**config.mk**
```make
export PLATFORM = sky130hd
export DESIGN_NAME = ats21_cmd_issuer_flat
export DESIGN_NICKNAME = d
export VERILOG_FILES = /design/src/rtl/ats21_pkg.sv /design/src/rtl/ats21_cmd_issuer_if.sv /design/src/rtl/ats21_cmd_fifo.sv /design/src/rtl/ats21_cmd_issuer.sv /design/src/flat_wrapper.sv
export SDC_FILE = /design/constraint.sdc
export NUM_CORES = 1
export LEC_CHECK = 0
export BUFFER_PORTS_ARGS = -buffer_cell sky130_fd_sc_hd__buf_2
export CAP_MARGIN = 20
export CORE_MARGIN = 2
export CORE_UTILIZATION = 40
export CTS_CLUSTER_SIZE = 30
export DETAILED_ROUTE_END_ITERATION = 7
export GPL_TIMING_DRIVEN = 0
export PLACE_DENSITY_LB_ADDON = 0.12
export SYNTH_ARGS = -nofsm -noshare
export SYNTH_HDL_FRONTEND = slang
export SYNTH_SLANG_ARGS = --single-unit
```
**constraint.sdc**
```tcl
create_clock -name clk -period 3.66 [get_ports clk]
set_input_delay 0.366 -clock clk [delete_from_list [all_inputs] [get_ports clk]]
set_output_delay 0.366 -clock clk [all_outputs]
set_load 0.05 [all_outputs]
```
**src/rtl/ats21_pkg.sv**
```systemverilog
// Shared types for the ATS21 command issuer: opcodes, issuer states and
// the position of the acknowledge bit in the ATS21 status word.
package ats21_pkg;

  // ATS21 instruction opcodes carried in instruction bits [31:29].
  typedef enum logic [2:0] {
    OP_NOP     = 3'b000,
    OP_SET_CLK = 3'b001,
    OP_EN_CLK  = 3'b010,
    OP_MODE    = 3'b011,
    OP_SET_ALM = 3'b101,
    OP_SET_TMR = 3'b110,
    OP_EN_ALM  = 3'b111
  } ats21_op_e;

  // Issue-slot sequencing states.
  typedef enum logic [2:0] {
    S_IDLE,
    S_REQ,
    S_WAIT_RDY,
    S_HI,
    S_LO,
    S_STAT,
    S_RESP
  } issuer_state_e;

  // Bit of statA/statB that carries the ATS21 acknowledge.
  localparam int ATS21_ACK_BIT = 0;

endpackage

```
**src/rtl/ats21_cmd_issuer_if.sv**
```systemverilog
// Client command/response signals plus the ATS21-facing handshake bus.
// The issuer uses the master view; the clients and ATS21 model use slave.
interface ats21_cmd_issuer_if;
  logic        cmdA_valid;
  logic [31:0] cmdA_data;
  logic        cmdA_ready;
  logic        cmdB_valid;
  logic [31:0] cmdB_data;
  logic        cmdB_ready;
  logic        rspA_valid;
  logic        rspA_ack;
  logic        rspA_tmo;
  logic        rspB_valid;
  logic        rspB_ack;
  logic        rspB_tmo;
  logic        req;
  logic        ready;
  logic [15:0] ctrlA;
  logic [15:0] ctrlB;
  logic [1:0]  statA;
  logic [1:0]  statB;

  modport master (
    input  cmdA_valid, cmdA_data, cmdB_valid, cmdB_data, ready, statA, statB,
    output cmdA_ready, cmdB_ready, rspA_valid, rspA_ack, rspA_tmo,
           rspB_valid, rspB_ack, rspB_tmo, req, ctrlA, ctrlB
  );

  modport slave (
    output cmdA_valid, cmdA_data, cmdB_valid, cmdB_data, ready, statA, statB,
    input  cmdA_ready, cmdB_ready, rspA_valid, rspA_ack, rspA_tmo,
           rspB_valid, rspB_ack, rspB_tmo, req, ctrlA, ctrlB
  );
endinterface

```
**src/rtl/ats21_cmd_fifo.sv**
```systemverilog
// Synchronous single-clock FIFO with registered read data. The head entry
// is copied into pop_data on the pop edge, so it is valid the cycle after.
module ats21_cmd_fifo #(
  parameter int WIDTH = 32,
  parameter int DEPTH = 4
) (
  input  logic                     clk,
  input  logic                     reset,
  input  logic                     push,
  input  logic [WIDTH-1:0]         push_data,
  input  logic                     pop,
  output logic [WIDTH-1:0]         pop_data,
  output logic                     full,
  output logic                     empty,
  output logic [$clog2(DEPTH):0]   count
);
  localparam int AW = $clog2(DEPTH);
  localparam int CW = AW + 1;

  logic [WIDTH-1:0] mem [DEPTH];
  logic [AW-1:0]    wr_ptr_reg;
  logic [AW-1:0]    rd_ptr_reg;
  logic [CW-1:0]    count_reg;
  logic [WIDTH-1:0] pop_data_reg;
  logic             do_push;
  logic             do_pop;

  assign full     = (count_reg == CW'(DEPTH));
  assign empty    = (count_reg == '0);
  assign count    = count_reg;
  assign pop_data = pop_data_reg;
  // A full FIFO refuses the push even if the head is popped this cycle.
  assign do_push  = push && !full;
  assign do_pop   = pop && !empty;

  // Storage array write port.
  always_ff @(posedge clk) begin
    if (do_push) begin
      mem[wr_ptr_reg] <= push_data;
    end
  end

  // Registered read of the head entry on pop.
  always_ff @(posedge clk) begin
    if (reset) begin
      pop_data_reg <= '0;
    end else if (do_pop) begin
      pop_data_reg <= mem[rd_ptr_reg];
    end
  end

  // Pointers wrap naturally at the power-of-two depth; count tracks occupancy.
  always_ff @(posedge clk) begin
    if (reset) begin
      wr_ptr_reg <= '0;
      rd_ptr_reg <= '0;
      count_reg  <= '0;
    end else begin
      if (do_push) wr_ptr_reg <= wr_ptr_reg + AW'(1);
      if (do_pop)  rd_ptr_reg <= rd_ptr_reg + AW'(1);
      case ({do_push, do_pop})
        2'b10:   count_reg <= count_reg + CW'(1);
        2'b01:   count_reg <= count_reg - CW'(1);
        default: count_reg <= count_reg;
      endcase
    end
  end
endmodule

```
**src/rtl/ats21_cmd_issuer.sv**
```systemverilog
// Pairs the heads of the two client FIFOs into one issue slot, runs the
// ATS21 req/ready handshake, sends the slot as HI then LO halves, samples
// the status after a fixed latency and returns per-client responses.
module ats21_cmd_issuer
  import ats21_pkg::*;
#(
  parameter int FIFO_DEPTH  = 4,
  parameter int RDY_TIMEOUT = 15,
  parameter int STAT_LAT    = 2
) (
  input  logic               clk,
  input  logic               reset,
  ats21_cmd_issuer_if.master bus,
  output logic               busy
);
  localparam int FIFO_CW = $clog2(FIFO_DEPTH) + 1;
  localparam int CNT_W   = 8;

  logic [1:0]              cmd_valid;
  logic [1:0][31:0]        cmd_data;
  logic [1:0]              push;
  logic [1:0]              pop;
  logic [1:0]              fifo_full;
  logic [1:0]              fifo_empty;
  logic [1:0][31:0]        head;
  logic [1:0][FIFO_CW-1:0] unused_count;
  logic                    unused_stat;

  issuer_state_e    state_reg, state_next;
  logic [CNT_W-1:0] cnt_reg, cnt_next;
  logic [1:0]       v_reg, v_next;
  logic [1:0][31:0] slot_reg, slot_next;
  logic [1:0]       ack_reg, ack_next;
  logic             tmo_reg, tmo_next;
  logic             req_reg, req_next;
  logic [1:0][15:0] ctrl_reg, ctrl_next;
  logic [1:0]       rsp_valid_reg, rsp_valid_next;
  logic [1:0]       rsp_ack_reg, rsp_ack_next;
  logic [1:0]       rsp_tmo_reg, rsp_tmo_next;
  logic             busy_reg, busy_next;

  // Index 0 is client A, index 1 is client B throughout.
  assign cmd_valid      = {bus.cmdB_valid, bus.cmdA_valid};
  assign cmd_data       = {bus.cmdB_data, bus.cmdA_data};
  assign push           = cmd_valid & ~fifo_full;
  assign bus.cmdA_ready = ~fifo_full[0];
  assign bus.cmdB_ready = ~fifo_full[1];
  // Only the acknowledge bit of each status word is meaningful here.
  assign unused_stat    = bus.statA[1] ^ bus.statB[1];

  generate
    for (genvar gi = 0; gi < 2; gi++) begin : g_client
      ats21_cmd_fifo #(
        .WIDTH (32),
        .DEPTH (FIFO_DEPTH)
      ) u_fifo (
        .clk       (clk),
        .reset     (reset),
        .push      (push[gi]),
        .push_data (cmd_data[gi]),
        .pop       (pop[gi]),
        .pop_data  (head[gi]),
        .full      (fifo_full[gi]),
        .empty     (fifo_empty[gi]),
        .count     (unused_count[gi])
      );
    end
  endgenerate

  // State, slot, counter and registered output update.
  always_ff @(posedge clk) begin
    if (reset) begin
      state_reg     <= S_IDLE;
      cnt_reg       <= '0;
      v_reg         <= '0;
      slot_reg      <= '0;
      ack_reg       <= '0;
      tmo_reg       <= 1'b0;
      req_reg       <= 1'b0;
      ctrl_reg      <= '0;
      rsp_valid_reg <= '0;
      rsp_ack_reg   <= '0;
      rsp_tmo_reg   <= '0;
      busy_reg      <= 1'b0;
    end else begin
      state_reg     <= state_next;
      cnt_reg       <= cnt_next;
      v_reg         <= v_next;
      slot_reg      <= slot_next;
      ack_reg       <= ack_next;
      tmo_reg       <= tmo_next;
      req_reg       <= req_next;
      ctrl_reg      <= ctrl_next;
      rsp_valid_reg <= rsp_valid_next;
      rsp_ack_reg   <= rsp_ack_next;
      rsp_tmo_reg   <= rsp_tmo_next;
      busy_reg      <= busy_next;
    end
  end

  // Next-state logic; outputs are derived from the next state so they are
  // registered and line up exactly with the state they belong to.
  always_comb begin
    state_next = state_reg;
    cnt_next   = cnt_reg;
    v_next     = v_reg;
    slot_next  = slot_reg;
    ack_next   = ack_reg;
    tmo_next   = tmo_reg;
    pop        = 2'b00;

    case (state_reg)
      S_IDLE: begin
        if (!(&fifo_empty)) begin
          pop        = ~fifo_empty;
          v_next     = ~fifo_empty;
          ack_next   = 2'b00;
          tmo_next   = 1'b0;
          state_next = S_REQ;
        end
      end
      S_REQ: begin
        // FIFO read data lands this cycle; an empty side issues a NOP.
        for (int i = 0; i < 2; i++) begin
          slot_next[i] = v_reg[i] ? head[i] : 32'h0;
        end
        cnt_next   = '0;
        state_next = S_WAIT_RDY;
      end
      S_WAIT_RDY: begin
        if (bus.ready) begin
          state_next = S_HI;
        end else if (cnt_reg == CNT_W'(RDY_TIMEOUT - 1)) begin
          tmo_next   = 1'b1;
          state_next = S_RESP;
        end else begin
          cnt_next = cnt_reg + CNT_W'(1);
        end
      end
      S_HI: begin
        state_next = S_LO;
      end
      S_LO: begin
        cnt_next   = '0;
        state_next = S_STAT;
      end
      S_STAT: begin
        if (cnt_reg == CNT_W'(STAT_LAT - 1)) begin
          ack_next   = {bus.statB[ATS21_ACK_BIT], bus.statA[ATS21_ACK_BIT]};
          state_next = S_RESP;
        end else begin
          cnt_next = cnt_reg + CNT_W'(1);
        end
      end
      S_RESP: begin
        state_next = S_IDLE;
      end
      default: begin
        state_next = S_IDLE;
      end
    endcase

    req_next = (state_next == S_REQ);
    for (int i = 0; i < 2; i++) begin
      if (state_next == S_HI) begin
        ctrl_next[i] = slot_next[i][31:16];
      end else if (state_next == S_LO) begin
        ctrl_next[i] = slot_next[i][15:0];
      end else begin
        ctrl_next[i] = 16'h0;
      end
    end
    rsp_valid_next = (state_next == S_RESP) ? v_next : 2'b00;
    rsp_ack_next   = rsp_valid_next & ack_next & {2{~tmo_next}};
    rsp_tmo_next   = rsp_valid_next & {2{tmo_next}};
    busy_next      = (state_next != S_IDLE);
  end

  assign bus.req        = req_reg;
  assign bus.ctrlA      = ctrl_reg[0];
  assign bus.ctrlB      = ctrl_reg[1];
  assign bus.rspA_valid = rsp_valid_reg[0];
  assign bus.rspB_valid = rsp_valid_reg[1];
  assign bus.rspA_ack   = rsp_ack_reg[0];
  assign bus.rspB_ack   = rsp_ack_reg[1];
  assign bus.rspA_tmo   = rsp_tmo_reg[0];
  assign bus.rspB_tmo   = rsp_tmo_reg[1];
  assign busy           = busy_reg;
endmodule

```
**src/flat_wrapper.sv**
```systemverilog
// flat-port wrapper written by rule: the top's interface ports become plain ports
module ats21_cmd_issuer_flat import ats21_pkg::*;
#(
  parameter int FIFO_DEPTH  = 4,
  parameter int RDY_TIMEOUT = 15,
  parameter int STAT_LAT    = 2
)
  (clk, reset, busy, bus_cmdA_valid, bus_cmdA_data, bus_cmdB_valid, bus_cmdB_data, bus_ready, bus_statA, bus_statB, bus_cmdA_ready, bus_cmdB_ready, bus_rspA_valid, bus_rspA_ack, bus_rspA_tmo, bus_rspB_valid, bus_rspB_ack, bus_rspB_tmo, bus_req, bus_ctrlA, bus_ctrlB);
  ats21_cmd_issuer_if bus_i ();
  input  logic clk;
  input  logic reset;
  output logic busy;
  input wire logic [$bits(bus_i.cmdA_valid)-1:0] bus_cmdA_valid;
  input wire logic [$bits(bus_i.cmdA_data)-1:0] bus_cmdA_data;
  input wire logic [$bits(bus_i.cmdB_valid)-1:0] bus_cmdB_valid;
  input wire logic [$bits(bus_i.cmdB_data)-1:0] bus_cmdB_data;
  input wire logic [$bits(bus_i.ready)-1:0] bus_ready;
  input wire logic [$bits(bus_i.statA)-1:0] bus_statA;
  input wire logic [$bits(bus_i.statB)-1:0] bus_statB;
  output wire logic [$bits(bus_i.cmdA_ready)-1:0] bus_cmdA_ready;
  output wire logic [$bits(bus_i.cmdB_ready)-1:0] bus_cmdB_ready;
  output wire logic [$bits(bus_i.rspA_valid)-1:0] bus_rspA_valid;
  output wire logic [$bits(bus_i.rspA_ack)-1:0] bus_rspA_ack;
  output wire logic [$bits(bus_i.rspA_tmo)-1:0] bus_rspA_tmo;
  output wire logic [$bits(bus_i.rspB_valid)-1:0] bus_rspB_valid;
  output wire logic [$bits(bus_i.rspB_ack)-1:0] bus_rspB_ack;
  output wire logic [$bits(bus_i.rspB_tmo)-1:0] bus_rspB_tmo;
  output wire logic [$bits(bus_i.req)-1:0] bus_req;
  output wire logic [$bits(bus_i.ctrlA)-1:0] bus_ctrlA;
  output wire logic [$bits(bus_i.ctrlB)-1:0] bus_ctrlB;
  assign bus_i.cmdA_valid = bus_cmdA_valid;
  assign bus_i.cmdA_data = bus_cmdA_data;
  assign bus_i.cmdB_valid = bus_cmdB_valid;
  assign bus_i.cmdB_data = bus_cmdB_data;
  assign bus_i.ready = bus_ready;
  assign bus_i.statA = bus_statA;
  assign bus_i.statB = bus_statB;
  assign bus_cmdA_ready = bus_i.cmdA_ready;
  assign bus_cmdB_ready = bus_i.cmdB_ready;
  assign bus_rspA_valid = bus_i.rspA_valid;
  assign bus_rspA_ack = bus_i.rspA_ack;
  assign bus_rspA_tmo = bus_i.rspA_tmo;
  assign bus_rspB_valid = bus_i.rspB_valid;
  assign bus_rspB_ack = bus_i.rspB_ack;
  assign bus_rspB_tmo = bus_i.rspB_tmo;
  assign bus_req = bus_i.req;
  assign bus_ctrlA = bus_i.ctrlA;
  assign bus_ctrlB = bus_i.ctrlB;
  ats21_cmd_issuer #(.FIFO_DEPTH(FIFO_DEPTH), .RDY_TIMEOUT(RDY_TIMEOUT), .STAT_LAT(STAT_LAT)) u_core (.clk(clk), .reset(reset), .bus(bus_i), .busy(busy));
endmodule
```
[Word-level counts from Yosys, hierarchy flattened]
Memories as Yosys holds them, arrays and structs flattened. A register that Yosys moved wholly into a read port is not among the register bits.
Index checks and enable logic that the tools add are counted.
Word-level totals
  RAM bits: 256
  bits in latches: 0
  memories: 2
  input bits: 73
  output and inout bits: 42
  bits in read-only memories: 0
  flip-flop bits (word level): 134
  word-level logic and storage cells: 112
Memory list
  u_core.g_client[0].u_fifo.mem: words 4, bits a word 32, read ports 1, clocked after Yosys merged registers in 1, wr ports 1, line ats21_cmd_fifo.sv:20  | logic [WIDTH-1:0] mem [DEPTH];
  u_core.g_client[1].u_fifo.mem: words 4, bits a word 32, read ports 1, clocked after Yosys merged registers in 1, wr ports 1, line ats21_cmd_fifo.sv:20
Cells by class
  bitwise gates (word level): 9
  order comparisons: 0
  shifts and indexed selects: 0
  reduce and logical (&&, ||, !) cells: 18
  mux-type cells: 34
  divide/modulo/power cells: 0
  multipliers: 0
  equality and inequality tests: 20
  $add $sub $neg: 9
Operators with widths (number)
  2-to-1 mux 16 bit: 4
  2-to-1 mux 32 bit: 2
  2-to-1 mux 64 bit: 1
  2-to-1 mux 8 bit: 3
  case mux 8 bit (3 select lines): 1
  equality test 3 bit, second input constant: 6
  case mux 3 bit (6 select lines): 1
  2-to-1 mux 2 bit: 7
  2-to-1 mux 3 bit: 4
  case mux 3 bit (2 select lines): 2
  equality test 3 x 2 -> 1 bit, second input constant: 3
  zero test 3 bit: 3
  adder 2 x 1 -> 2 bit, second input constant: 4
  adder 8 x 1 -> 8 bit, second input constant: 1
  AND 2 bit: 4
  equality test 8 x 1 -> 1 bit, second input constant: 1
  equality test 8 x 4 -> 1 bit, second input constant: 1
  2-to-1 mux 1 bit: 7
  adder 3 x 1 -> 3 bit, second input constant: 2
  equality test 3 x 1 -> 1 bit, second input constant: 2
  inequality test 2 bit, second input constant: 3
  nonzero test 3 bit: 2
  subtractor 3 x 1 -> 3 bit, second input constant: 2
  equality test 2 x 1 -> 1 bit, second input constant: 2
  other kinds (11): 22

[Logic depth before layout (Yosys ltp)]
  depth after elaboration: 8
  gate-level depth with buffers: 11
  mapped depth without buffers: 10

[By module]
Synthesis repeated with hierarchy kept, for this count alone.
Unflattened totals
  cells, all modules: 1156
  area, all modules: 16882.4 um2
By module, submodules not included
  ats21_cmd_fifo: times used 2, area each 6029.5 um2, cells each 292, seq. area each 4624.4 um2
  ats21_cmd_issuer: times used 1, area each 4823.4 um2, cells each 572, seq. area each 2402.3 um2

[Worst setup path before layout]
No wires, ideal clock.
  path type: flip-flop to flip-flop
  start: register u_core.g_client[1].u_fifo.count_reg[0]
  end: register u_core.g_client[1].u_fifo.count_reg[2]
  setup slack: 1.058 ns
  setup time: 0.070 ns
  data arrival time: 2.531 ns
  clock period less this slack: 2.602 ns
  stages on the path, launching flop included: 11
  cell sequence: dfxtp_1 -> inv_1 -> nand3_1 -> and2_1 -> inv_1 -> ha_1 -> inv_1 -> fa_1 -> xor2_1 -> or3_1 -> a21oi_1
On the way
  longest elaborated chain between the ends: 7
  elaborated cells between the ends (all ways): 18
Ends and longest elaborated chain
  from (decl): line ats21_cmd_fifo.sv:23  | logic [CW-1:0] count_reg;
  from (signal assigned): line ats21_cmd_fifo.sv:62  | 2'b10: count_reg <= count_reg + CW'(1);
  from (signal assigned): line ats21_cmd_fifo.sv:63  | 2'b01: count_reg <= count_reg - CW'(1);
  from (signal assigned): line ats21_cmd_fifo.sv:64  | default: count_reg <= count_reg;
  zero test 3 bit: line ats21_cmd_fifo.sv:29  | assign empty = (count_reg == '0);
  AND reduction 2 bit or inverter 2 bit (tied branches): line ats21_cmd_issuer.sv:114, ats21_cmd_issuer.sv:115
  2-to-1 mux 2 bit: line ats21_cmd_issuer.sv:114  | if (!(&fifo_empty)) begin
  2-to-1 mux 2 bit: line ats21_cmd_issuer.sv:112  | case (state_reg)
  logical AND 1 bit: line ats21_cmd_fifo.sv:34  | assign do_pop = pop && !empty;
  equality test 2 x 1 -> 1 bit or equality test 2 bit (tied branches): line ats21_cmd_fifo.sv:61  | case ({do_push, do_pop})
  case mux 3 bit (2 select lines) or nonzero test 2 bit (tied branches)
Several ways; a longest one is shown, not always the timed one.
A chain may end at the register's enable or synchronous reset.

[Final worst setup path]
  start: register u_core.g_client[1].u_fifo.count_reg[2]
  end: register u_core.g_client[1].u_fifo.count_reg[2]
On the way
  longest elaborated chain between the ends: 7
  elaborated cells between the ends (all ways): 18
Ends and longest elaborated chain
  zero test 3 bit *: line ats21_cmd_fifo.sv:29
  AND reduction 2 bit or inverter 2 bit (tied branches): line ats21_cmd_issuer.sv:114, ats21_cmd_issuer.sv:115
  2-to-1 mux 2 bit: line ats21_cmd_issuer.sv:114
  2-to-1 mux 2 bit: line ats21_cmd_issuer.sv:112
  logical AND 1 bit *: line ats21_cmd_fifo.sv:34
  named net u_core.g_client[1].u_fifo.do_pop: line ats21_cmd_fifo.sv:26  | logic do_pop;
  equality test 2 x 1 -> 1 bit or equality test 2 bit (tied branches): line ats21_cmd_fifo.sv:61
  case mux 3 bit (2 select lines) or nonzero test 2 bit (tied branches)
Mark *: on every way through the listed nets, which the timed path passes. The rest lies on a longest branch.

==> impl_metrics.tcl <==
set metrics [dict create \
    hp-start "bus_cmdB_data[12]" \
    startpoint_type "register" \
    portBuffers 111 \
    period_share 0.896 \
    worst-r2r-setup-slack_ps 380 \
    worstPathBufferInverterCount 4 \
    path_class "reg -> reg" \
    vias_per_cell 5.03 \
    num_rows 74 \
    cts_sinks 454 \
    holdPathEnd "u_core.g_client[1].u_fifo.mem[2][12]" \
    slowest_stage "nor3_1" \
    drt-initial-drc-count 650 \
    setup_viol 0 \
    status "completed" \
    dp_worst_setup_slack_ps 60.5 \
    ys_types 48 \
    hold_path_class "in -> reg" \
    power_frac_comb 0.224 \
    insertion_delay_ps 570 \
    clkTransAtPathRegs_ps 60 \
    cp_cell_sequence "nor3_1 -> nand2b_1 -> clkbuf_1 -> inv_2 -> clkbuf_1 -> ha_1 -> inv_1 -> fa_1 -> xor2_1 -> or3_1 -> a21oi_1" \
    worstPathRequired_ps 4160 \
    antenna_found_initial 0 \
    start_util 0.405 \
    p_sw_uw 4300 \
    die_w_um 207 \
    ys_seq_elements 454 \
    max_freq_mhz 305 \
    setup_tns_ps 0 \
    syn_inst 1190 \
    postCtsSetupBuffers 0 \
    dp_cells 1839 \
    post-dp-hpwl_um 25200 \
    grt_usage 0.174 \
    final_nets 1504 \
    routed_wl_um 37200 \
    cts_tree "built" \
    setup_ws_ps 382 \
    dieArea_um2 43000 \
    fin_skew_ps 16.5 \
    fillers 3639 \
    fin_crit_ps 3280 \
    utilization 0.489 \
    remaining_drc_errors 0 \
    seqPwrFrac 0.456 \
    path_common_cell "clkbuf_1" \
    rsz0062_at_grt "false" \
    cts_buffers 48 \
    diodes 0 \
    power.leakage_uw 0.00684 \
    yosysSeqAreaShare 0.704 \
    cp.arrival_ps 3770 \
    worst_pin_slew_ps 890 \
    slew_viol_final 0 \
    vias 10000 \
    ys.flop_type "edfxtp_1" \
    io_pins 115 \
    layout-drive-gt1-share 0.194 \
    crit_path_max_fanout 10 \
    grt_max_degree 33 \
    grt_pass1_vias 10200 \
    grt_pass1_wl_um 58200 \
    max_slew_margin 0.407 \
    powerDensity_nw_per_um2 706 \
    hold_viol_final 0 \
    largest_reg_flops 256 \
    synth_edf_count 256 \
    synthToLayoutAreaGrowth_pct 20.7 \
    cts_buffer_depth 3 \
    slowest_delay_ps 580 \
    switching_share 0.305 \
    power.share.clock 0.319 \
    use_met2 0.277 \
    die_h_um 207 \
    ant_nets 0 \
    gp_congestion 0.787 \
    core_um2 40800 \
    syn-cell-area_um2 16500 \
    hold_path_depth 1 \
    synthArstFlopShare 0 \
    power.total_uw 14100 \
    grt_overflow 0 \
    cts-root-buf "clkbuf_16" \
    cp_top_family "buffers and inverters" \
    first_pass_iters 5 \
    maxCapViolations 0 \
    yosysWarnings 0 \
    cp-end-kind "register" \
    syn_nets 1278 \
    htreeDepth 2 \
    met3_usage 0.0356 \
    routedWlPerCell_um 18.7 \
    rr_startpoint "u_core.g_client[1].u_fifo.count[2]" \
    r2r_end "u_core.g_client[1].u_fifo.count[2]" \
    intPower_uw 9800 \
    rr_worst_depth 11 \
    vdd_drop_max_mv 0.428 \
    grtUsageMet1 0.244 \
    layout.cells.non_filler 1988 \
    avgSynthCellArea_um2 13.9 \
    busiest_layer "met2" \
]
## worst max-delay path by stage
stage | cells after the start | from | end | slack, ps
finish | 11 | u_core.g_client[1].u_fifo.count[2] | u_core.g_client[1].u_fifo.count[2] | 380
global route | 9 | u_core.g_client[0].u_fifo.count[0] | u_core.g_client[0].u_fifo.count[2] | 220
CTS | 10 | u_core.g_client[0].u_fifo.count[0] | u_core.g_client[0].u_fifo.count[2] | 40
detailed placement | 10 | u_core.g_client[0].u_fifo.count[0] | u_core.g_client[0].u_fifo.count[2] | 60
global placement | 10 | u_core.g_client[0].u_fifo.count[0] | u_core.g_client[0].u_fifo.count[2] | 100
floorplan | 10 | u_core.g_client[1].u_fifo.count[0] | u_core.g_client[1].u_fifo.count[2] | 1060
## power groups by stage
stage	Combinational, µW	Clock [µW]	Sequential (µW)
floorplan	2160	0	6460
global placement	3100	0	6550
detailed placement	3160	0	6550
CTS	3220	4640	6440
global route	3530	4820	6510
finish	3160	4500	6440
## synthesized netlist by cell type, types with 7 or more instances
| cell type | n | area share |
|---|---|---|
| a21oi_1 | 139 | 0.042 |
| a22o_1 | 32 | 0.017 |
| and3_1 | 9 | 0.0034 |
| buf_1 | 11 | 0.0025 |
| buf_2 | 8 | 0.0024 |
| clkbuf_1 | 63 | 0.014 |
| dfxtp_1 | 198 | 0.24 |
| edfxtp_1 | 256 | 0.46 |
| ha_1 | 13 | 0.0098 |
| inv_1 | 15 | 0.0034 |
| mux4_2 | 64 | 0.087 |
| nand2_1 | 202 | 0.046 |
| nand3_1 | 69 | 0.021 |
| nor2_1 | 32 | 0.0073 |
| nor3_1 | 7 | 0.0021 |
| xnor2_1 | 11 | 0.0058 |
## layout make-up
class | instances | area (µm²) | share of cell area
plain buffers | 81 | 314 | 0.0157
clock buffers | 63 | 1290 | 0.0647
clock inverters | 27 | 173 | 0.00865
inverters | 17 | 63.8 | 0.00320
multi-input cells | 637 | 4530 | 0.227
flip-flops and latches | 454 | 11700 | 0.583
well taps | 532 | 666 | 0.0333
repair buffers | 177 | 1280 | 0.0643
## cell families after synthesis
logic type / after synthesis / synth area share
AOI/OAI and AO/OA: 187 / 0.0685
muxes: 66 / 0.0883
and+or+nand+nor: 352 / 0.0947
buffers and inverters: 99 / 0.0231
adders and majority gates: 15 / 0.0123
xor gates and xnor gates: 17 / 0.00900
DFF: 454 / 0.704
## stage by stage
stage	hold WS [ps]	cell area, µm²
final	36.1	20000
after detailed placement	448	17900
after floorplan	435	16500
after global placement	444	17800
after CTS	1.64	20000
after global routing	16.5	20000
## layer usage
layer	routed length, µm	share of wire
met5	0	0
met4	664	0.018
met3	1860	0.050
met2	17400	0.47
met1	17200	0.46
## cells in the final DEF, fill, tap and decap left out, types with 3 or more instances in the layout
cell | netlist | final
clkinv_2 | 0 | 14
nor3_1 | 7 | 7
dfxtp_1 | 198 | 198
clkbuf_1 | 63 | 74
a211oi_1 | 3 | 3
inv_6 | 0 | 3
or3_1 | 6 | 6
nand3_1 | 69 | 69
nand2_1 | 202 | 202
nor2_1 | 32 | 32
xnor2_1 | 11 | 11
nand3b_1 | 3 | 3
a22o_1 | 32 | 32
inv_1 | 15 | 16
and3_2 | 0 | 8
ha_1 | 13 | 13
xor2_1 | 6 | 6
o21ai_0 | 3 | 3
clkbuf_16 | 0 | 49
edfxtp_1 | 256 | 256
clkinv_1 | 0 | 5
dlygate4sd3_1 | 0 | 60
a21oi_1 | 139 | 139
and2_1 | 4 | 4
buf_1 | 11 | 11
mux4_2 | 64 | 64
buf_12 | 0 | 5
nand4_1 | 3 | 3
nand2b_1 | 4 | 3
buf_2 | 8 | 119
## what timing repair did
action / in CTS / in global routing
gates resized for setup: 0 / 1
hold buffers: 60 / 0
setup endpoints to repair: 0 / 1
hold endpoints to repair: 235 / 0
Power figures use the tool's default switching activity.
